<file path="config.mk">
export PLATFORM = sky130hd
export DESIGN_NAME = chimera_pmu_ctrl
export DESIGN_NICKNAME = d
export VERILOG_FILES = /design/src/rtl/chimera_pmu_pkg.sv /design/src/rtl/chimera_pmu_ctrl.sv
export SDC_FILE = /design/constraint.sdc
export NUM_CORES = 1
export LEC_CHECK = 0
export CORE_UTILIZATION = 51
export DETAILED_ROUTE_END_ITERATION = 8
export PLACE_DENSITY = 0.82
export SLEW_MARGIN = 40
export SYNTH_ARGS = -nofsm -noshare
export SYNTH_HDL_FRONTEND = slang
export SYNTH_SLANG_ARGS = --single-unit
</file>
<file path="constraint.sdc">
create_clock -name soc_clk_i -period 2.65 [get_ports soc_clk_i]
set_input_delay 0.53 -clock soc_clk_i [delete_from_list [all_inputs] [get_ports soc_clk_i]]
set_output_delay 0.53 -clock soc_clk_i [all_outputs]
set_load 0.05 [all_outputs]
</file>
<file path="src/rtl/chimera_pmu_pkg.sv">
// Shared APB request/response types for the chimera PMU sequencer.
// The wrapper bridge and the PMU both use these layouts.
package chimera_pmu_pkg;

    typedef struct packed {
        logic [31:0] paddr;
        logic [2:0]  pprot;
        logic        psel;
        logic        penable;
        logic        pwrite;
        logic [31:0] pwdata;
        logic [3:0]  pstrb;
    } apb_req_t;

    typedef struct packed {
        logic        pready;
        logic [31:0] prdata;
        logic        pslverr;
    } apb_rsp_t;

endpackage

</file>
<file path="src/rtl/chimera_pmu_ctrl.sv">
// APB-controlled power sequencer with one clock/reset/isolation FSM per cluster.
// Power-up order is clock, reset, isolation; power-down runs in the reverse order.
module chimera_pmu_ctrl #(
    parameter int unsigned NumClusters = 5,
    parameter int unsigned ClkCycles   = 4,
    parameter int unsigned RstCycles   = 4,
    parameter int unsigned IsoTimeout  = 255,
    parameter type apb_req_t = chimera_pmu_pkg::apb_req_t,
    parameter type apb_rsp_t = chimera_pmu_pkg::apb_rsp_t
) (
    input  logic                   soc_clk_i,
    input  logic                   rst_ni,
    input  apb_req_t               apb_req_i,
    output apb_rsp_t               apb_rsp_o,
    output logic [NumClusters-1:0] pmu_rst_clusters_no,
    output logic [NumClusters-1:0] pmu_clkgate_en_clusters_o,
    output logic [NumClusters-1:0] pmu_iso_en_clusters_o,
    input  logic [NumClusters-1:0] pmu_iso_ack_clusters_i
);

    localparam logic [3:0] AddrTarget = 4'h0;
    localparam logic [3:0] AddrStatus = 4'h4;
    localparam logic [3:0] AddrErr    = 4'h8;

    localparam logic [7:0] ClkLoad = 8'(ClkCycles - 1);
    localparam logic [7:0] RstLoad = 8'(RstCycles - 1);
    localparam logic [7:0] IsoLoad = 8'(IsoTimeout);

    typedef enum logic [2:0] {
        StOff,
        StPuClk,
        StPuRst,
        StPuIso,
        StOn,
        StPdIso,
        StPdRst,
        StPdClk
    } state_e;

    state_e                 state_q [NumClusters];
    logic [7:0]             cnt_q   [NumClusters];
    logic [NumClusters-1:0] target_q;
    logic [NumClusters-1:0] err_q;
    logic [31:0]            status_w;
    logic                   apb_wr;
    logic                   target_we;
    logic                   err_we;
    logic [NumClusters-1:0] wdata_w;
    logic                   unused_req;

    assign apb_wr    = apb_req_i.psel & apb_req_i.penable & apb_req_i.pwrite;
    assign target_we = apb_wr && (apb_req_i.paddr[3:0] == AddrTarget);
    assign err_we    = apb_wr && (apb_req_i.paddr[3:0] == AddrErr);
    assign wdata_w   = apb_req_i.pwdata[NumClusters-1:0];

    // Upper address bits, protection and strobes carry no meaning for this block.
    assign unused_req = ^{apb_req_i.paddr[31:4], apb_req_i.pprot, apb_req_i.pstrb,
                          apb_req_i.pwdata[31:NumClusters]};

    // NOTE: every always_comb output gets a default first so no path can infer a latch.
    always_comb begin
        status_w = '0;
        for (int i = 0; i < NumClusters; i++) begin
            status_w[i]      = (state_q[i] == StOn);
            status_w[16 + i] = (state_q[i] != StOn) && (state_q[i] != StOff);
        end
    end

    always_comb begin
        apb_rsp_o        = '0;
        apb_rsp_o.pready = apb_req_i.psel;
        unique case (apb_req_i.paddr[3:0])
            AddrTarget: apb_rsp_o.prdata = 32'(target_q);
            AddrStatus: begin
                apb_rsp_o.prdata  = status_w;
                apb_rsp_o.pslverr = apb_req_i.psel & apb_req_i.pwrite;
            end
            AddrErr:    apb_rsp_o.prdata = 32'(err_q);
            default:    apb_rsp_o.pslverr = apb_req_i.psel;
        endcase
    end

    // NOTE: sequential state uses non-blocking assignments only, so every register
    // samples the pre-edge values regardless of statement order.
    always_ff @(posedge soc_clk_i) begin
        if (!rst_ni) begin
            target_q                  <= '0;
            err_q                     <= '0;
            pmu_rst_clusters_no       <= '0;
            pmu_clkgate_en_clusters_o <= '1;
            pmu_iso_en_clusters_o     <= '1;
            // NOTE: the per-cluster state and counter arrays are tiny flops, not RAM,
            // so they are reset like any other register.
            for (int i = 0; i < NumClusters; i++) begin
                state_q[i] <= StOff;
                cnt_q[i]   <= '0;
            end
        end else begin
            if (target_we) target_q <= wdata_w;
            if (err_we)    err_q    <= err_q & ~wdata_w;

            // Timeout sets below come after the W1C so a same-cycle set wins.
            for (int i = 0; i < NumClusters; i++) begin
                unique case (state_q[i])
                    StOff: if (target_q[i]) begin
                        state_q[i]                   <= StPuClk;
                        pmu_clkgate_en_clusters_o[i] <= 1'b0;
                        cnt_q[i]                     <= ClkLoad;
                    end
                    StPuClk: if (cnt_q[i] == '0) begin
                        state_q[i]             <= StPuRst;
                        pmu_rst_clusters_no[i] <= 1'b1;
                        cnt_q[i]               <= RstLoad;
                    end else begin
                        cnt_q[i] <= cnt_q[i] - 8'd1;
                    end
                    StPuRst: if (cnt_q[i] == '0) begin
                        state_q[i]               <= StPuIso;
                        pmu_iso_en_clusters_o[i] <= 1'b0;
                        cnt_q[i]                 <= IsoLoad;
                    end else begin
                        cnt_q[i] <= cnt_q[i] - 8'd1;
                    end
                    StPuIso: if (!pmu_iso_ack_clusters_i[i] || cnt_q[i] == '0) begin
                        state_q[i] <= StOn;
                        if (pmu_iso_ack_clusters_i[i]) err_q[i] <= 1'b1;
                    end else begin
                        cnt_q[i] <= cnt_q[i] - 8'd1;
                    end
                    StOn: if (!target_q[i]) begin
                        state_q[i]               <= StPdIso;
                        pmu_iso_en_clusters_o[i] <= 1'b1;
                        cnt_q[i]                 <= IsoLoad;
                    end
                    StPdIso: if (pmu_iso_ack_clusters_i[i] || cnt_q[i] == '0) begin
                        state_q[i]             <= StPdRst;
                        pmu_rst_clusters_no[i] <= 1'b0;
                        cnt_q[i]               <= RstLoad;
                        if (!pmu_iso_ack_clusters_i[i]) err_q[i] <= 1'b1;
                    end else begin
                        cnt_q[i] <= cnt_q[i] - 8'd1;
                    end
                    StPdRst: if (cnt_q[i] == '0) begin
                        state_q[i]                   <= StPdClk;
                        pmu_clkgate_en_clusters_o[i] <= 1'b1;
                        cnt_q[i]                     <= ClkLoad;
                    end else begin
                        cnt_q[i] <= cnt_q[i] - 8'd1;
                    end
                    StPdClk: if (cnt_q[i] == '0) begin
                        state_q[i] <= StOff;
                    end else begin
                        cnt_q[i] <= cnt_q[i] - 8'd1;
                    end
                    default: state_q[i] <= StOff;
                endcase
            end
        end
    end

endmodule

</file>
======== Word level (Yosys, flattened, before mapping) ========
Memory sizes are Yosys's and may differ from the RTL's.
Index checks and enable logic that the tools add are counted.
storage, ports and cells
  memories ................................ 2
  register bits ........................... 25
  logic and storage cells ................. 689
  output and inout bits ................... 49
  bits in writable memories ............... 55
  input port bits ......................... 81
memories
  memory   depth  width  read ports  clocked after Yosys merged registers in  wr ports  RTL line                text
  cnt_q    5      8      5           0                                        5         chimera_pmu_ctrl.sv:41  logic [7:0] cnt_q [NumClusters];
  state_q  5      3      5           0                                        5         chimera_pmu_ctrl.sv:40  state_e state_q [NumClusters];
operators by class
  bitwise gates (word level) .............. 105
  add/sub/neg operators ................... 5
  mux-type cells .......................... 419
  equal/unequal tests ..................... 72
  reductions and logical operators ........ 69
operator list
  operator               number
  $mux W8                60
  $mux W1                296
  $mux W3                40
  $or A1 B1 Y1           100
  $pmux W21 S3           1
  $eq A3 B3 Y1 const B   20
  $ne A2 B2 Y1 const B   30
  $reduce_and A3 Y1      15
  $pmux W1 S2            21
  $logic_not A8 Y1       5
  $sub A8 B1 Y8 const B  5
  $eq A3 B2 Y1 const B   10
  $reduce_bool A2 Y1     15
  $eq A3 B1 Y1 const B   5
  $logic_not A3 Y1       5
  $ne A3 B3 Y1 const B   5
  $reduce_bool A3 Y1     5
  $logic_or A1 B1 Y1     10
  $logic_and A1 B1 Y1    7
  $and A5 B5 Y5          1
  $logic_not A1 Y1       5
  $mux W5                1
  $not A5 Y5             1
  $eq A4 B3 Y1 const B   1
  4 further kinds        6

======== Longest topological paths before layout ========
Gate-level depths: netlist (run 1).
An unclocked memory read counts as a cell.
  depth in word-level cells ............... 17
  mapped depth ............................ 10
  depth with buffers taken out ............ 8

======== Worst setup path before layout (run 1) ========
OpenSTA, ideal clock, no wires.
  path kind ............................... input -> output
  start ................................... in apb_req_i[44] (netlist name)
  end ..................................... out apb_rsp_o[0] (netlist name)
  arrival ................................. 2.024 ns
  slack ................................... 0.096 ns
  required time ........................... 2.120 ns
  buffers on the path ..................... 1
  stages .................................. 3
  cell sequence ........................... clkbuf_1 o21ai_0 a21boi_0
RTL lines
  what         RTL line                text
  from (decl)  chimera_pmu_ctrl.sv:13  input apb_req_t apb_req_i,
  to (decl)    chimera_pmu_ctrl.sv:14  output apb_rsp_t apb_rsp_o,

==> key figures, run 1 <==
Place
  – Detailed placement HPWL: 9720 um
  – Port Buf Inserts: 45
  – GPL Wtd Cong: 0.889

Worst setup path
  – Slowest stage delay, CP: 410 ps
  – Crit path required time: 2120 ps
  – Worst Setup Start Kind: flop
  – CP delay by family, top: simple AND/OR/NAND/NOR gates
  – Crit-path max FO: 14
  – Critical path class: reg2out
  – CP endpoint kind: output port
  – WP buf/inv: 2
  – Crit path cell chain: buf_4 > nor2_1 > nand3_1 > a21oi_1 > a21oi_1 > nor2_1 > buf_12
  – Worst Path Arrival: 2000 ps
  – Slowest cell on crit path: edfxtp_1

Clocking
  – Hold_buf cts: 0
  – CTS sink count: 80
  – H-tree levels: 3
  – CTS Buffer Depth: 2
  – Reg clk slew, reported paths: 70 ps
  – Cts bufs inserted: 9
  – Later-pin clock latency in the skew report: 350 ps
  – Clock root buffer: clkbuf_8
  – CTS tree: yes

Global routing
  – Initial antenna violation count: 0
  – GR peak layer: met2
  – Vias in the first global route: 4693
  – Grt met3 use: 3.49%
  – Gr ovfl total: 0
  – Met1 Use GR: 32.4%
  – Largest net degree at the start of global routing: 34
  – First-pass GRT wire length: 21900 um
  – GR Util All Layers: 24.5%
  – Met2 usage: 40.7%

Synthesis
  – Seq cells post-synth: 80
  – Post-Synthesis Cell Area: 5370 um2
  – Main flop type after synthesis: edfxtp_1
  – Synth Warn #: 0
  – Ys async rst share: 0%
  – Number of flops mapped to enable cells by yosys: 55
  – Syn_area_per_cell: 8.52 um2
  – Synth unique cells: 75
  – Sequential fraction of the synthesis area: 40.1%
  – Mapped Cells: 630

Hold path
  – Hold Path Class: reg2reg

STA
  – Fin. max-slew vios: 0
  – Final setup viols: 0
  – Worst Max-Slew Pin Slew: 868 ps
  – Fin crit share: 95.4%
  – Clock skew: 9.84 ps
  – Min cycle time layout: 2530 ps
  – Setup Total Neg Slack: 0 ps
  – Worst slew margin: 41.9%
  – Fmax: 396 MHz
  – Fin. Hold Viols: 0

Floorplanning
  – Die width: 105 um
  – Starting Density: 52.2%
  – Cell Rows: 37
  – Die H: 105 um
  – Core Area: 10300 um2
  – Boundary Pins: 130
  – Die ar.: 10900 um2

Route
  – TritonRoute pass-1 iters: 7
  – Detail Route Antenna Nets: 0
  – DR iter-0 viols: 289
  – Drt drc: 0
  – Via density: 5.78
  – Final WL: 13200 um
  – DR WL/cell: 15.4 um
  – Vias post-DR: 4969

Layout
  – Final core utilization: 64.6%
  – Share of layout cells above drive strength 1: 16.7%
  – Antenna cells: 0
  – Area delta synth->final: 23.7%
  – Fin nets: 806

Flow run
  – Max cap viols: 0

Run status
  – Status: finished, final reports clean

Pwr
  – P per Cell Area: 835 nW/um2
  – Worst vdd ir: 0.000416 V
  – Leak: 0.00255 uW
==> synthesized netlist by cell type (3+ instances only) <==
library cell  number  share of area, %
nor2_1            71               5.0
edfxtp_1          55                31
nand2_1           55               3.8
a21oi_1           53               4.9
o21ai_0           41               3.8
clkbuf_1          29               2.0
dfxtp_1           25               9.3
xnor2_1           24               3.9
buf_4             23               3.2
o21ai_1           20               1.9
inv_1             18               1.3
nor3_1            18               1.7
nand2b_1          17               2.0
nand3_1           16               1.5
xor2_1            14               2.3
nor2b_1           10               1.2
or3_1             10               1.2
a32oi_1            8               1.3
a31oi_1            6              0.70
o31ai_1            6              0.84
buf_1              5              0.35
ha_1               5               1.2
mux2i_1            5              0.93
nor3b_1            5              0.70
o211ai_1           5              0.70
a21o_1             4              0.56
and2_1             4              0.47
nand4_1            4              0.47
nor4_1             4              0.47
o22ai_1            4              0.47
or3b_1             4              0.65
a211oi_1           3              0.42
a22oi_1            3              0.42
and3_1             3              0.35
nor4_2             3              0.70
nor4b_1            3              0.49
or2_2              3              0.35
==> tightest hold or removal path: cells and delay by family, from the launching register on <==
family             cells  cell delay, ps
AOI/OAI and AO/OA      1              60
DFF                    1             330
and+or+nand+nor        1              70
==> where the power goes <==
part	switching, uW	internal [uW]	leakage [uW]
Sequential	363	1850	0.000773
Combinational	1440	1120	0.00170
Clock	441	331	0.0000789
==> cell usage in the layout (no fill, tap or decap), types with 16 or more instances in the layout <==
master and instances:
inv_1 18, clkdlybuf4s50_1 33, o21ai_0 41, a21oi_1 53
nand3_1 16, nand2b_1 17, nor3_1 18, nor2_1 66
conb_1 22, o21ai_1 20, dfxtp_1 25, buf_4 68
xnor2_1 24, edfxtp_1 55, nand2_1 54
==> flip-flops by register name, indices dropped and copies added (netlist names) <==
register / flops
cnt_q: 40
state_q: 15
err_q: 5
pmu_clkgate_en_clusters_o: 5
pmu_iso_en_clusters_o: 5
pmu_rst_clusters_no: 5
target_q: 5
==> final cells by class <==
type / instances / area [um2]
clock inverter: 4 / 22.5
tap: 136 / 170
sequential: 80 / 2150
timing repair buffer: 118 / 1160
fill: 857 / 3640
multi-input combinational: 493 / 2940
inverter: 18 / 67.6
clock buffer: 11 / 131
==> per-stage QoR <==
stage	hold slack (ps)	instances	area [um2]	power, uW	setup slack [ps]
finish	494	860	6640	5550	123
global route	520	860	6640	5930	-40.8
CTS	495	854	6550	5460	-25.7
detailed placement	479	839	6400	4690	-61.1
global placement	466	839	6400	4570	-38.1
floorplan	454	651	5450	3920	96.2
==> metal layers <==
layer  wire length (um)  part of all wire (%)  up-vias
met3                757                   5.7       24
met1               5800                    44     2341
li1                   -                     -     2416
met2               6420                    49      188
met4                252                   1.9        0
met5                  0                     0        -
==> logic make-up (layout without fill, tap and decap cells) <==
logic type | count (synthesis) | after routing | share of synthesized area [%]
AOI/OAI and AO/OA | 177 | 177 | 20.5
xor gates and xnor gates | 38 | 38 | 6.20
adders and majority gates | 5 | 5 | 1.17
buffers and inverters | 78 | 151 | 7.37
DFF | 80 | 80 | 40.1
muxes | 5 | 5 | 0.932
other | 1 | 22 | 0.0699
and+or+nand+nor | 246 | 246 | 23.7
==> final timing paths <==
path | to | slack, ps | cells after the start | from
worst min-delay path | err_q[4]$_SDFF_PN0_ | 490 | 2 | err_q[4]$_SDFF_PN0_
worst min register to register | err_q[4]$_SDFF_PN0_ | 490 | 2 | err_q[4]$_SDFF_PN0_
worst max register to register | cnt_q[2][2]$_SDFFCE_PN0P_ | 140 | 4 | cnt_q[2][5]$_SDFFCE_PN0P_
worst max-delay path | apb_rsp_o[4] | 120 | 7 | state_q[3][0]$_SDFFCE_PP0P_
==> timing repair <==
action	in CTS	in global routing
pin swaps	0	3
endpoints found under the setup margin	3	16
setup buffers	0	6
hold endpoints to repair	0	0
resized for setup	0	12
Note: power is estimated with default switching activity, not from simulation.
==> inputs of run 2 (changes only) <==
--- a/config.mk
+++ b/config.mk
@@ -5,7 +5,9 @@
 export SDC_FILE = /design/constraint.sdc
 export NUM_CORES = 1
 export LEC_CHECK = 0
+export CORE_MARGIN = 2
 export CORE_UTILIZATION = 51
+export CTS_CLUSTER_SIZE = 16
 export DETAILED_ROUTE_END_ITERATION = 8
 export PLACE_DENSITY = 0.82
 export SLEW_MARGIN = 40
==> run 2 against run 1 <==
Die area up 3.9%. Largest cell class unchanged. Sequential share of layout area down 0.12 points. Routed wire length up 2.6%. Global-route usage down 0.75 points. Non-clock buffer count down 4. Worst hold slack better by 1.8 ps. Cell area up 0.36%. Fmax down 3.7%. Critical endpoint is now apb_rsp_o[17]. Clock skew up 4.1 ps.
==> key figures, run 2 (same netlist as run 1, synthesis figures left out) <==
Route
  – Via density: 5.93 (+2.6%)
  – DR WL/cell: 15.8 um (+3.0%)
  – Drt drc: 0 (unchanged)
  – Post-Route M1 WL: 5480 um (-5.6%)
  – TritonRoute pass-1 iters: 6 (-1)
  – Routed wl met3: 971 um (+28%)
  – Detail Route Antenna Nets: 0 (unchanged)
  – Max Used Layer: met4
  – Final WL: 13600 um (+2.6%)
  – DR iter-0 viols: 342 (+18%)
  – Metal2 WL: 6770 um (+5.5%)
  – Vias post-DR: 5079 (+2.2%)

Global routing
  – Initial antenna violation count: 0 (unchanged)
  – Gr ovfl total: 0 (unchanged)
  – GR Util All Layers: 23.7% (-0.75 points)
  – First-pass GRT wire length: 21900 um (about the same)
  – Vias in the first global route: 4697 (+0.085%)
  – Largest net degree at the start of global routing: 23 (-32%)

Floorplanning
  – Starting Density: 52.2% (unchanged)
  – Die width: 107 um (+1.9%)
  – Die ar.: 11400 um2 (+3.9%)
  – Cell Rows: 37 (unchanged)
  – Die H: 107 um (+1.9%)
  – Core Area: 10300 um2 (unchanged)
  – Boundary Pins: 130 (unchanged)

Place
  – Port Buf Inserts: 45 (unchanged)
  – GPL Wtd Cong: 0.901 (+1.3%)
  – Post-DP Area: 6370 um2 (-0.43%)
  – Pre-CTS setup slack: -119 ps (-58.3 ps)
  – Detailed placement HPWL: 9830 um (+1.1%)
  – Placed Cells: 837 (-0.24%)

STA
  – Fmax: 381 MHz (-3.7%)
  – Tightest hold margin: 496 ps (+1.77 ps)
  – Worst slew margin: 50.2% (+8.3 points)
  – Final worst slack: 26.9 ps (-95.8 ps)
  – Setup Total Neg Slack: 0 ps (unchanged)
  – Min cycle time layout: 2620 ps (+95.8 ps)
  – Fin. Hold Viols: 0 (unchanged)
  – Worst Max-Slew Pin Slew: 744 ps (-124 ps)
  – Clock skew: 14.0 ps (+4.14 ps)
  – Fin crit share: 99.0% (+3.6 points)
  – Final setup viols: 0 (unchanged)
  – Fin. max-slew vios: 0 (unchanged)

Layout
  – Most frequent cells in the layout: nor2_1 (70), buf_4 (66), nand2_1 (55), edfxtp_1 (55), a21oi_1 (52)
  – Top reg by flops: cnt_q
  – Area delta synth->final: 24.2%
  – Cell area after layout: 6670 um2 (+0.36%)
  – Fin nets: 802 (-0.50%)
  – Non-Filler Instances: 857 (-0.35%)
  – Fillers: 823 (-4.0%)
  – Largest regs: cnt_q: 40 flops, state_q: 15 flops
  – Max reg flops: 40 (unchanged)
  – Share of layout cells above drive strength 1: 16.1% (-0.62 points)
  – Most common cell after layout, fill and taps aside: nor2_1
  – Antenna cells: 0 (unchanged)

Hold path
  – Worst hold endpoint: err_q[1]$_SDFF_PN0_
  – Worst Hold Launch: err_q[1]$_SDFF_PN0_
  – Hold Path Class: reg2reg
  – Cells on Worst Hold Path: 2 (unchanged)

Clocking
  – Later-pin clock latency in the skew report: 360 ps (about the same)
  – CTS sink count: 80 (unchanged)
  – H-tree levels: 3 (unchanged)
  – Hold_buf cts: 0 (unchanged)
  – Clock root buffer: clkbuf_8
  – Cts bufs inserted: 9 (unchanged)
  – CTS Buffer Depth: 2 (unchanged)
  – CTS tree: yes
  – Reg clk slew, reported paths: 80 ps (about the same)

Worst setup path
  – Reg2reg end: cnt_q[0][1]$_SDFFCE_PN0P_
  – Worst r2r path cells: 9 (+5)
  – Crit-path max FO: 5 (-9)
  – CP endpoint kind: output port
  – Worst Setup Start Kind: primary input
  – Critical path class: in2out
  – Crit path required time: 2120 ps (about the same)
  – Reg-to-reg startpoint: cnt_q[1][1]$_SDFFCE_PN0P_
  – Worst Path Arrival: 2090 ps (+90 ps)
  – Worst reg2reg setup slack: 140 ps (about the same)

Pwr
  – Leak: 0.00256 uW (+0.28%)
  – P per Cell Area: 891 nW/um2 (+6.7%)
  – Worst vdd ir: 0.000371 V (-11%)

Flow run
  – Max cap viols: 0 (unchanged)

Run status
  – Status: finished, final reports clean
run 2: changes by cell type in the layout (fill, tap and decap cells not counted), sizes merged:
cell    before  now
buf         84   80
bufinv       0    3
clkinv       3    2
clkbuf      12   10
inv         18   19
run 2: repair_timing:
item	4_1_cts	5_1_grt
endpoints found under the setup margin	0	28
gates resized for setup	0	6
endpoints found under the hold margin	0	0
setup buffers	0	4
run 2: area by class of cell:
cell class	count	area [um2]	share of cell area, %
Timing Repair Buffer	114	1110	16.7
Inverter	18	67.6	1.01
Clock buffer	9	124	1.86
Multi-Input combinational cell	493	2920	43.8
Clock inverter	7	119	1.78
Tap cell	136	170	2.55
Sequential cell	80	2150	32.3
run 2: how the worst max path moves through the flow:
stage | start | endpoint | cells past startpoint | slack (ps)
after floorplan | apb_req_i[44] | apb_rsp_o[0] | 3 | 100
after global placement | pmu_iso_ack_clusters_i[1] | cnt_q[4][0]$_DFFE_PP_ | 8 | -50
after detailed placement | rst_ni | cnt_q[4][4]$_SDFFCE_PP0P_ | 7 | -120
after CTS | cnt_q[1][1]$_SDFFCE_PN0P_ | cnt_q[4][0]$_DFFE_PP_ | 9 | 9
after global routing | apb_req_i[43] | apb_rsp_o[17] | 6 | -10
final | apb_req_i[43] | apb_rsp_o[17] | 6 | 30
run 2: layer usage:
| metal | vias to the layer above | global-route usage [%] |
|---|---|---|
| met4 | 0 | 9.28 |
| li1 | 2410 | - |
| met2 | 245 | 41.7 |
| met3 | 41 | 2.43 |
| met1 | 2383 | 30.0 |
| met5 | - | 0 |
run 2: power breakdown:
part	internal (uW)	switching, uW	leakage, uW	total, uW
sequential	1850	394	0.000773	2250
clock	628	491	0.000117	1120
combinational	1130	1440	0.00167	2570
total	3610	2330	0.00256	5940
run 2: stage by stage:
stage / utilization, % / total power [uW]
global placement: 62.0 / 4590
detailed placement: 62.0 / 4730
CTS: 64.4 / 5860
floorplan: - / 3920
global route: 64.9 / 6270
finish: 64.9 / 5940
run 2: critical path, cell delays in order:
cell and delay [ps]:
clkdlybuf4s50_1 410, or2_2 310, nor2_1 140, nand2_1 210, nor2_1 320, buf_12 180
